[src/rtl/pc_unit.sv]
// ---------------------------------------------------------------------------
// pc_unit -- fetch-stage program counter
//
// Holds the architectural PC and selects the next PC each rising clock edge:
//   reset             -> RESET_VECTOR
//   stall             -> hold PC; a redirect is captured into a pending buffer
//                        (the newest redirect overwrites the buffer)
//   live redirect     -> target_i (beats any buffered redirect)
//   buffered redirect -> pending target, applied on the first unstalled edge
//   otherwise         -> PC + INC (modulo 2^XLEN)
//
// Optional feature (macro PC_MISALIGN_TRAP_EN):
//   A loaded target whose low log2(INC) bits are nonzero sends the PC to
//   TRAP_VECTOR, and misalign_o pulses for one cycle. Without the macro,
//   targets load verbatim and misalign_o is constant 0.
//
// Parameters:
//   XLEN          PC / target width in bits
//   INC           sequential increment in bytes (2 or 4 only)
//   RESET_VECTOR  PC after reset
//   TRAP_VECTOR   PC loaded on a misaligned target (trap build only)
//
// Ports:
//   clk                 in   clock, rising edge
//   rst                 in   synchronous reset, active-high
//   stall_i             in   hold PC this cycle
//   redirect_i          in   target_i is a taken branch/jump target
//   target_i            in   redirect target address
//   pc_o                out  current PC (registered)
//   pc_plus_o           out  pc_o + INC (combinational link value)
//   redirect_pending_o  out  buffered redirect awaiting stall release
//   misalign_o          out  one-cycle pulse: misaligned target trapped
// ---------------------------------------------------------------------------
module pc_unit #(
  parameter int              XLEN         = 32,
  parameter int              INC          = 4,
  parameter logic [XLEN-1:0] RESET_VECTOR = 32'h0,
  parameter logic [XLEN-1:0] TRAP_VECTOR  = 32'h100
) (
  input  logic            clk,
  input  logic            rst,
  input  logic            stall_i,
  input  logic            redirect_i,
  input  logic [XLEN-1:0] target_i,
  output logic [XLEN-1:0] pc_o,
  output logic [XLEN-1:0] pc_plus_o,
  output logic            redirect_pending_o,
  output logic            misalign_o
);

  // Only halfword and word fetch granules are meaningful.
  if (INC != 2 && INC != 4) begin : g_bad_inc
    $error("pc_unit: INC must be 2 or 4");
  end

  localparam logic [XLEN-1:0] INC_V      = XLEN'(INC);
  // Low address bits that must be zero for an aligned target.
  localparam logic [XLEN-1:0] ALIGN_MASK = XLEN'(INC - 1);

`ifdef PC_MISALIGN_TRAP_EN
  localparam bit TRAP_EN = 1'b1;
`else
  localparam bit TRAP_EN = 1'b0;
`endif

  logic [XLEN-1:0] pc_q,       pc_d;
  logic            pend_q,     pend_d;
  logic [XLEN-1:0] pend_tgt_q, pend_tgt_d;
  logic            misalign_d;

  logic            load;
  logic [XLEN-1:0] load_tgt;
  logic            load_misaligned;

  // NOTE: every signal written here gets a default first, so no path leaves
  // one unassigned and no latch is inferred.
  always_comb begin
    pc_d       = pc_q;
    pend_d     = pend_q;
    pend_tgt_d = pend_tgt_q;
    load       = 1'b0;
    load_tgt   = target_i;

    if (stall_i) begin
      // PC holds; newest redirect seen during the stall wins the buffer.
      if (redirect_i) begin
        pend_d     = 1'b1;
        pend_tgt_d = target_i;
      end
    end else if (redirect_i) begin
      load     = 1'b1;
      load_tgt = target_i;
      pend_d   = 1'b0;
    end else if (pend_q) begin
      load     = 1'b1;
      load_tgt = pend_tgt_q;
      pend_d   = 1'b0;
    end else begin
      pc_d = pc_q + INC_V;  // carry out dropped: wraps modulo 2^XLEN
    end

    load_misaligned = |(load_tgt & ALIGN_MASK);
    misalign_d      = 1'b0;
    if (load) begin
      if (TRAP_EN && load_misaligned) begin
        pc_d       = TRAP_VECTOR;
        misalign_d = 1'b1;
      end else begin
        pc_d = load_tgt;
      end
    end
  end

  // NOTE: sequential state uses non-blocking assignments so every register
  // samples the pre-edge values of the others.
  always_ff @(posedge clk) begin
    if (rst) begin
      pc_q       <= RESET_VECTOR;
      pend_q     <= 1'b0;
      // NOTE: the target buffer is reset too (not just its valid bit) so it
      // never holds X, even though pend_q alone gates its use.
      pend_tgt_q <= '0;
    end else begin
      pc_q       <= pc_d;
      pend_q     <= pend_d;
      pend_tgt_q <= pend_tgt_d;
    end
  end

`ifdef PC_MISALIGN_TRAP_EN
  logic misalign_q;

  always_ff @(posedge clk) begin
    if (rst) misalign_q <= 1'b0;
    else     misalign_q <= misalign_d;
  end

  assign misalign_o = misalign_q;
`else
  // misalign_d is always 0 here; the trap path is compiled out.
  logic unused_misalign;
  assign unused_misalign = misalign_d;
  assign misalign_o      = 1'b0;
`endif

  assign pc_o               = pc_q;
  assign pc_plus_o          = pc_q + INC_V;
  assign redirect_pending_o = pend_q;

endmodule

[config.mk]
export PLATFORM = sky130hd
export DESIGN_NAME = pc_unit
export DESIGN_NICKNAME = d
export VERILOG_FILES = /design/src/rtl/pc_unit.sv
export SDC_FILE = /design/constraint.sdc
export NUM_CORES = 1
export LEC_CHECK = 0
export ABC_AREA = 1
export CAP_MARGIN = 20
export CORE_ASPECT_RATIO = 0.5
export CORE_MARGIN = 2
export CORE_UTILIZATION = 30
export DETAILED_ROUTE_END_ITERATION = 10
export PLACE_DENSITY_LB_ADDON = 0.12
export SYNTH_ARGS = -nofsm -noshare
export SYNTH_HDL_FRONTEND = slang
export SYNTH_SLANG_ARGS = --single-unit
[constraint.sdc]
create_clock -name clk -period 1.36 [get_ports clk]
set_input_delay 0.136 -clock clk [delete_from_list [all_inputs] [get_ports clk]]
set_output_delay 0.136 -clock clk [all_outputs]
set_load 0.03 [all_outputs]
# Word-level counts from Yosys, hierarchy flattened
# Index checks and enable logic that the tools add are counted.
[totals] out_inout_bits=66 elab_cells=21 inputBits=36 register_bits=65
[op_classes] n_reduce_logical=3 n_eq_ne=3 muxes=10 n_addsub=1 bitwise=1
[ops] op="$mux W32" count=7
[ops] op="$add A32 B3 Y32 const B" count=1
[ops] op="$ne A2 B1 Y1 const B" count=3
[ops] op="$mux W1" count=3
[ops] op="$reduce_and A3 Y1" count=1
[ops] op="$reduce_and A2 Y1" count=1
[ops] op="$reduce_or A2 Y1" count=1
[ops] op="$not A1 Y1" count=1

# Longest topological paths before layout
# Gate-level depths: netlist of the first run.
[depth] ltp_word=5 mapped_depth=10 ltp_nobuf=10

# Worst setup path after synthesis of the first run
# No wires, ideal clock.
[synth_timing] path_type="flip-flop to flip-flop" start="register pc_q[2] (netlist: pc_o[2])" end="register pc_q[13] (netlist: pc_o[13])" required_ns=1.301 slack_ns=-0.678 arrival_ns=1.979 n_path_buf=0 path_stages_with_launch=8 synth_period_minus_slack_ns=2.038 setup_ns=0.059 path_cell_list="dfxtp_1 -> inv_1 -> nor2_4 -> nand2_4 -> nor2_2 -> xor2_1 -> o21ai_0 -> inv_1"
[synth_between] elab_chain_len=5
[synth_rtl] item="from (decl)" line="66" source="logic [XLEN-1:0] pc_q, pc_d;"
[synth_rtl] item="from (signal assigned)" line="124" source="pc_q <= pc_d;"
[synth_rtl] item="$add A32 B3 Y32"
[synth_rtl] item="named net pc_plus_o[13]" line="46" source="output logic [XLEN-1:0] pc_plus_o,"
[synth_rtl] item="$mux W32" line="94" source="end else if (pend_q) begin"
[synth_rtl] item="$mux W32" line="90" source="end else if (redirect_i) begin"
[synth_rtl] item="$mux W32" line="84" source="if (stall_i) begin"
[synth_rtl] item="$mux W32" line="104" source="if (load) begin"
# The timed path passes the listed nets, and every way through them passes these cells. The select of a mux whose other input is x is not followed.
# A chain may end at the register's enable or synchronous reset.

# Worst setup path after layout of the first run
[layout_timing] start="register pc_q[3] (netlist: pc_o[3])" end="output port pc_plus_o[18]"
[layout_between] elab_chain_len=1
[layout_rtl] item="$add A32 B3 Y32" line="147" source="assign pc_plus_o = pc_q + INC_V;"
[layout_rtl] item="to (decl)" line="46"
# No other way between the ends.

==> results of run 1 <==
[worst register-to-register path, cell delays in order (launching register included)]
cell and delay, ns:
sky130_fd_sc_hd__dfxtp_4 0.36, sky130_fd_sc_hd__ha_4 0.14, sky130_fd_sc_hd__nand3_4 0.08, sky130_fd_sc_hd__inv_4 0.08
sky130_fd_sc_hd__buf_4 0.11, sky130_fd_sc_hd__buf_6 0.09, sky130_fd_sc_hd__nand2_4 0.05, sky130_fd_sc_hd__nor2_4 0.18
sky130_fd_sc_hd__xor2_2 0.11, sky130_fd_sc_hd__buf_4 0.14, sky130_fd_sc_hd__buf_4 0.12, sky130_fd_sc_hd__o21ai_2 0.10
sky130_fd_sc_hd__inv_1 0.04
[metal layers]
layer,up-vias,track usage (%),part of all wire [%],wire [um]
met5,-,0,0,0
met4,0,4.34,1.1,146
met3,11,4.55,3.9,527
met2,78,29.4,44,5920
met1,2013,29.1,52,7010
li1,2252,-,-,-
[registers in the layout, summed over array words and instances, names as in the netlist]
| name | cells |
|---|---|
| pc_o | 32 |
| pend_tgt_q | 32 |
| redirect_pending_o | 1 |
[cells in the final DEF (no fill, tap or decap), types with 13 or more instances in the layout]
cell                              synthesis  routed
sky130_fd_sc_hd__clkdlybuf4s50_1          0      34
sky130_fd_sc_hd__inv_1                   70      67
sky130_fd_sc_hd__nand3_1                 30      17
sky130_fd_sc_hd__nand2_2                  2      27
sky130_fd_sc_hd__nor2_1                  59      47
sky130_fd_sc_hd__nor2_2                   6      13
sky130_fd_sc_hd__nand2_4                  1      13
sky130_fd_sc_hd__o21ai_0                 68      61
sky130_fd_sc_hd__o211ai_1                21      21
sky130_fd_sc_hd__buf_4                    6      89
sky130_fd_sc_hd__a21oi_1                 36      33
sky130_fd_sc_hd__nand2_1                124      87
sky130_fd_sc_hd__buf_6                    1      51
sky130_fd_sc_hd__dfxtp_1                 65      48
[power breakdown]
| group | total [uW] | switching (uW) | internal, uW |
|---|---|---|---|
| combinational | 1660 | 910 | 753 |
| sequential | 2140 | 97.9 | 2040 |
| clock | 2320 | 924 | 1400 |
[metrics by stage]
stage | TNS [ns] | util [%]
finish | -20.08 | 57.3
global route | -24.52 | 57.3
CTS | -18.98 | 55.6
detailed placement | -21.89 | 48.6
global placement | -21.21 | 48.6
floorplan | -10.48 | -
[kinds of logic after synthesis]
| family | count (synthesis) | share of synthesized area (%) |
|---|---|---|
| fa+ha+maj | 1 | 0.332 |
| simple gates | 249 | 29.5 |
| xor+xnor | 15 | 3.69 |
| flops | 65 | 34.6 |
| compound gates | 140 | 20.6 |
| buf+inv | 101 | 11.2 |
| other cells | 1 | 0.0996 |
[path summary, 6_finish.rpt]
kind,slack (ns),cells past startpoint,to
hold reg to reg,0.45,2,pend_tgt_q[21]$_SDFFE_PP0P_
setup / recovery,-0.60,9,pc_plus_o[18]
hold / removal,0.36,3,pend_tgt_q[5]$_SDFFE_PP0P_
setup reg to reg,-0.35,12,pc_o[16]$_SDFFE_PP0P_
[repair_timing]
item / in CTS / in global routing
pin swaps: 42 / 34
gates resized for setup: 161 / 80
hold buffers: 0 / 0
buffers inserted: 25 / 19
endpoints found under the setup margin: 90 / 78
[layout make-up]
class,count,share of cell area [%]
well taps,165,3.00
repair buffers,221,30.7
clock buffers,11,3.83
clock inverters,5,0.527
flip-flops and latches,65,19.5
multi-input cells,406,38.2
inverters,73,4.29
==> results.tsv, run 1 <==
stage	metric	value	unit
run_status	run_status	complete, but fails checks	
run_status	violations	setup timing	
detailed_routing	antenna_violating_nets_post_route	0	
setup_path	critPathSlowestCell	sky130_fd_sc_hd__dfxtp_4	
sta	finClkSkew	0.00775	ns
setup_path	worst_setup_path_type	flip-flop to output port	
synthesis	synth_top_area_cell	sky130_fd_sc_hd__dfxtp_1	
setup_path	critical_path_arrival	1.83	ns
setup_path	path_cells	ha_4, nand3_4, inv_4, nand2_4, buf_8, nor2_4, buf_6, xor2_4, buf_12	
final_layout	nets	813	
die	rows	28	
placement	post_detail_place_hpwl	9920	um
sta	finalCritPeriodShare	144	%
clock_tree	htreeDepth	3	
detailed_routing	detailroute.via_count	4354	
detailed_routing	post-route-drc-count	0	
clock_tree	cts-root-buf	sky130_fd_sc_hd__clkbuf_16	
power	total_power	6120	uW
die	die_area	0.0135	mm^2
synthesis	ys_warn_count	0	
die	pin_count	102	
sta	finalHoldWorstSlack	0.361	ns
synthesis	synth.top_cells.by_count	sky130_fd_sc_hd__nand2_1, sky130_fd_sc_hd__inv_1, sky130_fd_sc_hd__o21ai_0	
sta	setup_ws	-0.602	ns
synthesis	netlist_instances	572	
synthesis	yosys_register_bits	65	
detailed_routing	drt-wirelength-per-cell	14.4	um
clock_tree	cts_tree	built	
sta	rsz0062_at_grt	true	
final_layout	syn2layout_area_growth	82.9	%
sta	timing_hold_violations_final	0	
synthesis	async_reset_ff_share	0	%
detailed_routing	drtIter0Drc	294	
global_routing	grt_antenna_before_repair	0	
final_layout	drive_gt1_share	41.4	%
final_layout	total_inserted_antenna_cells	0	
global_routing	grt_pass1_wl	20800	um
flow_run	max_cap_violations	0	
clock_tree	cts.path.max_buffers	2	
setup_path	reg2reg_from	pc_o[3]$_SDFFE_PP0P_	
placement	gpl.final_weighted_congestion	0.842	
final_layout	register_area	0.00134	mm^2
synthesis	synth.yosys.seq_area_share	34.6	%
die	die_h	83.2	um
final_layout	multiInputGateArea	0.00263	mm^2
power	total_power_density_per_cell_area	890	mW/mm^2
setup_path	cpPeakStageDelay	0.36	ns
synthesis	synth_cell_types	34	
global_routing	grt_max_degree	33	
placement	post-place-cells	898	
sta	setup_violating_endpoint_count_in_the_final_report	55	
placement	post-place-ws	-0.493	ns
die	initial_cell_density_of_the_core	31.3	%
global_routing	grt.overflow.total	0	
placement	postPlaceCellArea	0.00584	mm^2
hold_path	hold_path_startpoint	target_i[5]	
clock_tree	cts_made_buffers	9	
synthesis	synth_ff_type	sky130_fd_sc_hd__dfxtp_1	
synthesis	synth.top_cell.area_share	34.6	%
synthesis	post_synthesis_instance_area	0.00376	mm^2
die	core-area	0.0120	mm^2
global_routing	globalRouteTotalUtil	19.8	%
global_routing	grt_pass1_vias	3932	
die	die-width	162	um
synthesis	syn-num-nets	609	
sta	drv_slew	0	
final_layout	stdcell_count	946	
power	p_leak	0.00307	uW
detailed_routing	dr.pass1.iters	4	
detailed_routing	route.detailed.vias_per_inst	4.60	
clock_tree	clkLatencyLatePin	0.34	ns
setup_path	cp_num_buf_inv	4	
setup_path	crit_path_end_kind	output port	
final_layout	fillers	1135	
sta	achievable-frequency	0.510	GHz
synthesis	synth_area_per_cell	6.58	um^2
clock_tree	clk_transition_reported_paths	0.06	ns
setup_path	worst-path-max-fanout	5	
sta	finalWorstPathRequiredPeriod	1.96	ns
setup_path	critPathLaunch	pc_o[3]$_SDFFE_PP0P_	
setup_path	critical-path-top-delay-family	buffers and inverters	
setup_path	critical_path_required	1.22	ns
placement	io_buffers	100	
clock_tree	numClockSinks	65	
setup_path	critPathLaunchType	flip-flop	
synthesis	yosysMostFrequentCell	sky130_fd_sc_hd__nand2_1	
synthesis	ys_top_cells_by_area	sky130_fd_sc_hd__dfxtp_1, sky130_fd_sc_hd__nand2_1, sky130_fd_sc_hd__o21ai_0	
detailed_routing	postRouteWirelength	13600	um
final_layout	final_design_area_no_fill	0.00688	mm^2
hold_path	hold_class	primary input to flip-flop	
power	worst_ir_drop_on_vdd	0.573	mV
synthesis	synth-edff-count	0	
(Power assumes the default switching activity.)
==> inputs of run 2 (changes only) <==
- CORE_UTILIZATION: 30 -> 24
- SLEW_MARGIN: unset -> 15
- clock period: 1.36 -> 1.75 ns (I/O delays scaled with it)
==> results.tsv, run 2 (same netlist as run 1, synthesis figures left out) <==
stage	metric	value	unit	change
setup_path	crit_path_end_kind	output port		
hold_path	hold_path_startpoint	target_i[7]		
setup_path	critical-path-top-delay-family	simple AND/OR/NAND/NOR gates		
global_routing	grt_pass1_vias	3988		+1.4%
flow_run	max_cap_violations	0		unchanged
die	rows	32		+14%
sta	setup_ws	-0.208	ns	+0.394 ns
detailed_routing	route.detailed.vias_per_inst	4.45		-3.3%
sta	finalWorstPathRequiredPeriod	1.96	ns	
sta	setup_violating_endpoint_count_in_the_final_report	26		-53%
final_layout	commonest_cells_after_routing_fill_and_taps_aside	sky130_fd_sc_hd__nand2_1, sky130_fd_sc_hd__buf_4, sky130_fd_sc_hd__inv_1, sky130_fd_sc_hd__o21ai_0, sky130_fd_sc_hd__clkdlybuf4s50_1		
clock_tree	numClockSinks	65		unchanged
final_layout	drive_gt1_share	28.3	%	-13 points
power	worst_ir_drop_on_vdd	0.363	mV	-37%
global_routing	grt_max_degree	50		+52%
setup_path	worstRegToRegCells	12		unchanged
placement	postPlaceCellArea	0.00549	mm^2	-6.1%
hold_path	hold_class	primary input to flip-flop		
power	p_leak	0.00269	uW	-12%
final_layout	fillers	1670		+47%
setup_path	worst-path-max-fanout	5		unchanged
detailed_routing	drt-wirelength-per-cell	14.5	um	+0.62%
die	die_area	0.0168	mm^2	+24%
die	die-width	181	um	+12%
clock_tree	cts-root-buf	sky130_fd_sc_hd__clkbuf_16		
die	initial_cell_density_of_the_core	24.5	%	-6.8 points
sta	rsz0062_at_grt	true		
global_routing	grt_pass1_wl	21300	um	+2.2%
detailed_routing	drtIter0Drc	258		-12%
clock_tree	clkLatencyLatePin	0.34	ns	about the same
power	total_power_density_per_cell_area	733	mW/mm^2	-18%
clock_tree	clk_transition_reported_paths	0.06	ns	about the same
global_routing	globalRouteTotalUtil	16.4	%	-3.5 points
placement	gpl.final_weighted_congestion	0.836		-0.80%
final_layout	syn2layout_area_growth	64.5	%	
die	die_h	92.6	um	+11%
setup_path	critPathSlowestCell	sky130_fd_sc_hd__dfxtp_2		
setup_path	reg2reg_to	pc_o[20]$_SDFFE_PP0P_		
clock_tree	cts.path.max_buffers	2		unchanged
run_status	violations	setup timing		
sta	drv_slew	0		unchanged
die	core-area	0.0154	mm^2	+28%
clock_tree	cts_tree	built		
sta	finalCritPeriodShare	112	%	
die	pin_count	102		unchanged
setup_path	reg2reg_setup_slack	0.15	ns	+0.50 ns
setup_path	critical_path_arrival	1.78	ns	-0.05 ns
setup_path	cpPeakStageDelay	0.35	ns	about the same
sta	achievable-frequency	0.511	GHz	
detailed_routing	dr.pass1.iters	5		+1
setup_path	critical_path_required	1.57	ns	+0.35 ns
final_layout	most_frequent_standard_cell_in_the_layout_excluding_fill_and_tap_cells	sky130_fd_sc_hd__nand2_1		
setup_path	critPathLaunchType	flip-flop		
run_status	run_status	complete, but fails checks		
final_layout	multiInputGateArea	0.00233	mm^2	-11%
hold_path	whs_path_depth	3		unchanged
clock_tree	htreeDepth	3		unchanged
setup_path	cp_num_buf_inv	3		-1
placement	post-place-ws	-0.141	ns	+0.353 ns
placement	post_detail_place_hpwl	10400	um	+4.6%
setup_path	reg2reg_from	pc_o[3]$_SDFFE_PP0P_		
placement	io_buffers	100		unchanged
setup_path	timing.critical_path.mode_cell	sky130_fd_sc_hd__nand2_1		
final_layout	register_area	0.00132	mm^2	-1.3%
detailed_routing	post-route-drc-count	0		unchanged
detailed_routing	postRouteWirelength	13600	um	+0.19%
detailed_routing	detailroute.via_count	4192		-3.7%
detailed_routing	antenna_violating_nets_post_route	0		unchanged
setup_path	path_cells	ha_4, nand3_4, inv_2, nand2_2, buf_6, nor2_4, nand2_1, nand2_1, and2_4, buf_12		
clock_tree	cts_made_buffers	9		unchanged
hold_path	min_delay_worst_endpoint	pend_tgt_q[7]$_SDFFE_PP0P_		
setup_path	critPathLaunch	pc_o[3]$_SDFFE_PP0P_		
global_routing	grt.overflow.total	0		unchanged
final_layout	total_inserted_antenna_cells	0		unchanged
final_layout	nets	771		-5.2%
final_layout	final_design_area_no_fill	0.00619	mm^2	-10%
global_routing	grt_antenna_before_repair	0		unchanged
sta	finClkSkew	0.00979	ns	+0.00204 ns
setup_path	worst_setup_path_type	flip-flop to output port		
sta	timing_hold_violations_final	0		unchanged
==> run 2: cell count changes in the layout (fill, tap and decap cells not counted), moves of 8 or more <==
| cell | before | now |
|---|---|---|
| sky130_fd_sc_hd__buf_4 | 89 | 76 |
| sky130_fd_sc_hd__nand2_4 | 13 | 3 |
| sky130_fd_sc_hd__clkdlybuf4s50_1 | 34 | 65 |
| sky130_fd_sc_hd__nand3_2 | 11 | 3 |
| sky130_fd_sc_hd__nand2_2 | 27 | 15 |
| sky130_fd_sc_hd__nand3_1 | 17 | 26 |
| sky130_fd_sc_hd__nand2_1 | 87 | 109 |
| sky130_fd_sc_hd__clkbuf_2 | 12 | 1 |
| sky130_fd_sc_hd__buf_6 | 51 | 18 |
==> run 2: worst max-delay path by stage <==
stage                                  endpoint  slack (ns)  depth (start not counted)
after global routing              pc_plus_o[22]       -0.29                         10
after detailed placement          pc_plus_o[12]       -0.14                          8
after CTS                         pc_plus_o[17]       -0.21                          7
after floorplan           pc_o[19]$_SDFFE_PP0P_       -0.01                          9
after global placement            pc_plus_o[12]       -0.12                          8
final                             pc_plus_o[22]       -0.21                         10
==> run 2: where the power goes <==
part / leakage, uW / internal (uW) / switching, uW
Combinational: 0.00203 / 538 / 664
Clock: 0.000124 / 955 / 720
Sequential: 0.000542 / 1590 / 74.0
Total: 0.00269 / 3080 / 1460
==> run 2: worst reg2reg max path: stages, from the launching register on <==
cell and delay (ns):
sky130_fd_sc_hd__dfxtp_2 0.35, sky130_fd_sc_hd__ha_4 0.15, sky130_fd_sc_hd__nand3_4 0.06, sky130_fd_sc_hd__inv_2 0.06, sky130_fd_sc_hd__buf_4 0.11, sky130_fd_sc_hd__nand2_4 0.05
sky130_fd_sc_hd__nor2_4 0.19, sky130_fd_sc_hd__nand2_1 0.08, sky130_fd_sc_hd__nand2_1 0.08, sky130_fd_sc_hd__nand2_2 0.08, sky130_fd_sc_hd__buf_4 0.14, sky130_fd_sc_hd__o21ai_0 0.13
sky130_fd_sc_hd__inv_1 0.05
==> run 2: layer usage <==
metal	share of wire (%)	vias up	track usage, %
li1	-	2154	-
met1	53	1938	23.3
met2	42	88	25.2
met4	1.2	0	3.93
met3	3.5	12	3.42
met5	0	-	0
==> run 2: final cells by class <==
cell class	instances	share of cell area, %
multi-input combinational	406	37.7
timing repair buffer	179	28.0
sequential	65	21.4
inverter	73	4.47
tap	204	4.12
clock buffer	9	3.64
clock inverter	6	0.727
==> run 2: per-stage QoR <==
stage / total power, uW / setup TNS, ns / hold WS, ns / std cells / util (%)
after floorplan: 2270 / -0.0109 / 0.237 / 572 / -
after global placement: 2830 / -0.151 / 0.433 / 908 / 35.7
after detailed placement: 2840 / -0.739 / 0.442 / 908 / 35.7
after CTS: 4580 / -3.50 / 0.395 / 938 / 39.4
after global routing: 4750 / -5.35 / 0.415 / 942 / 40.3
final: 4540 / -2.99 / 0.403 / 942 / 40.3
==> run 2: what timing repair did <==
item,CTS,global route
endpoints found under the setup margin,28,31
hold endpoints to repair,0,0
hold buffers,0,0
pin swaps,26,14
gates resized for setup,64,33
setup buffers,15,5
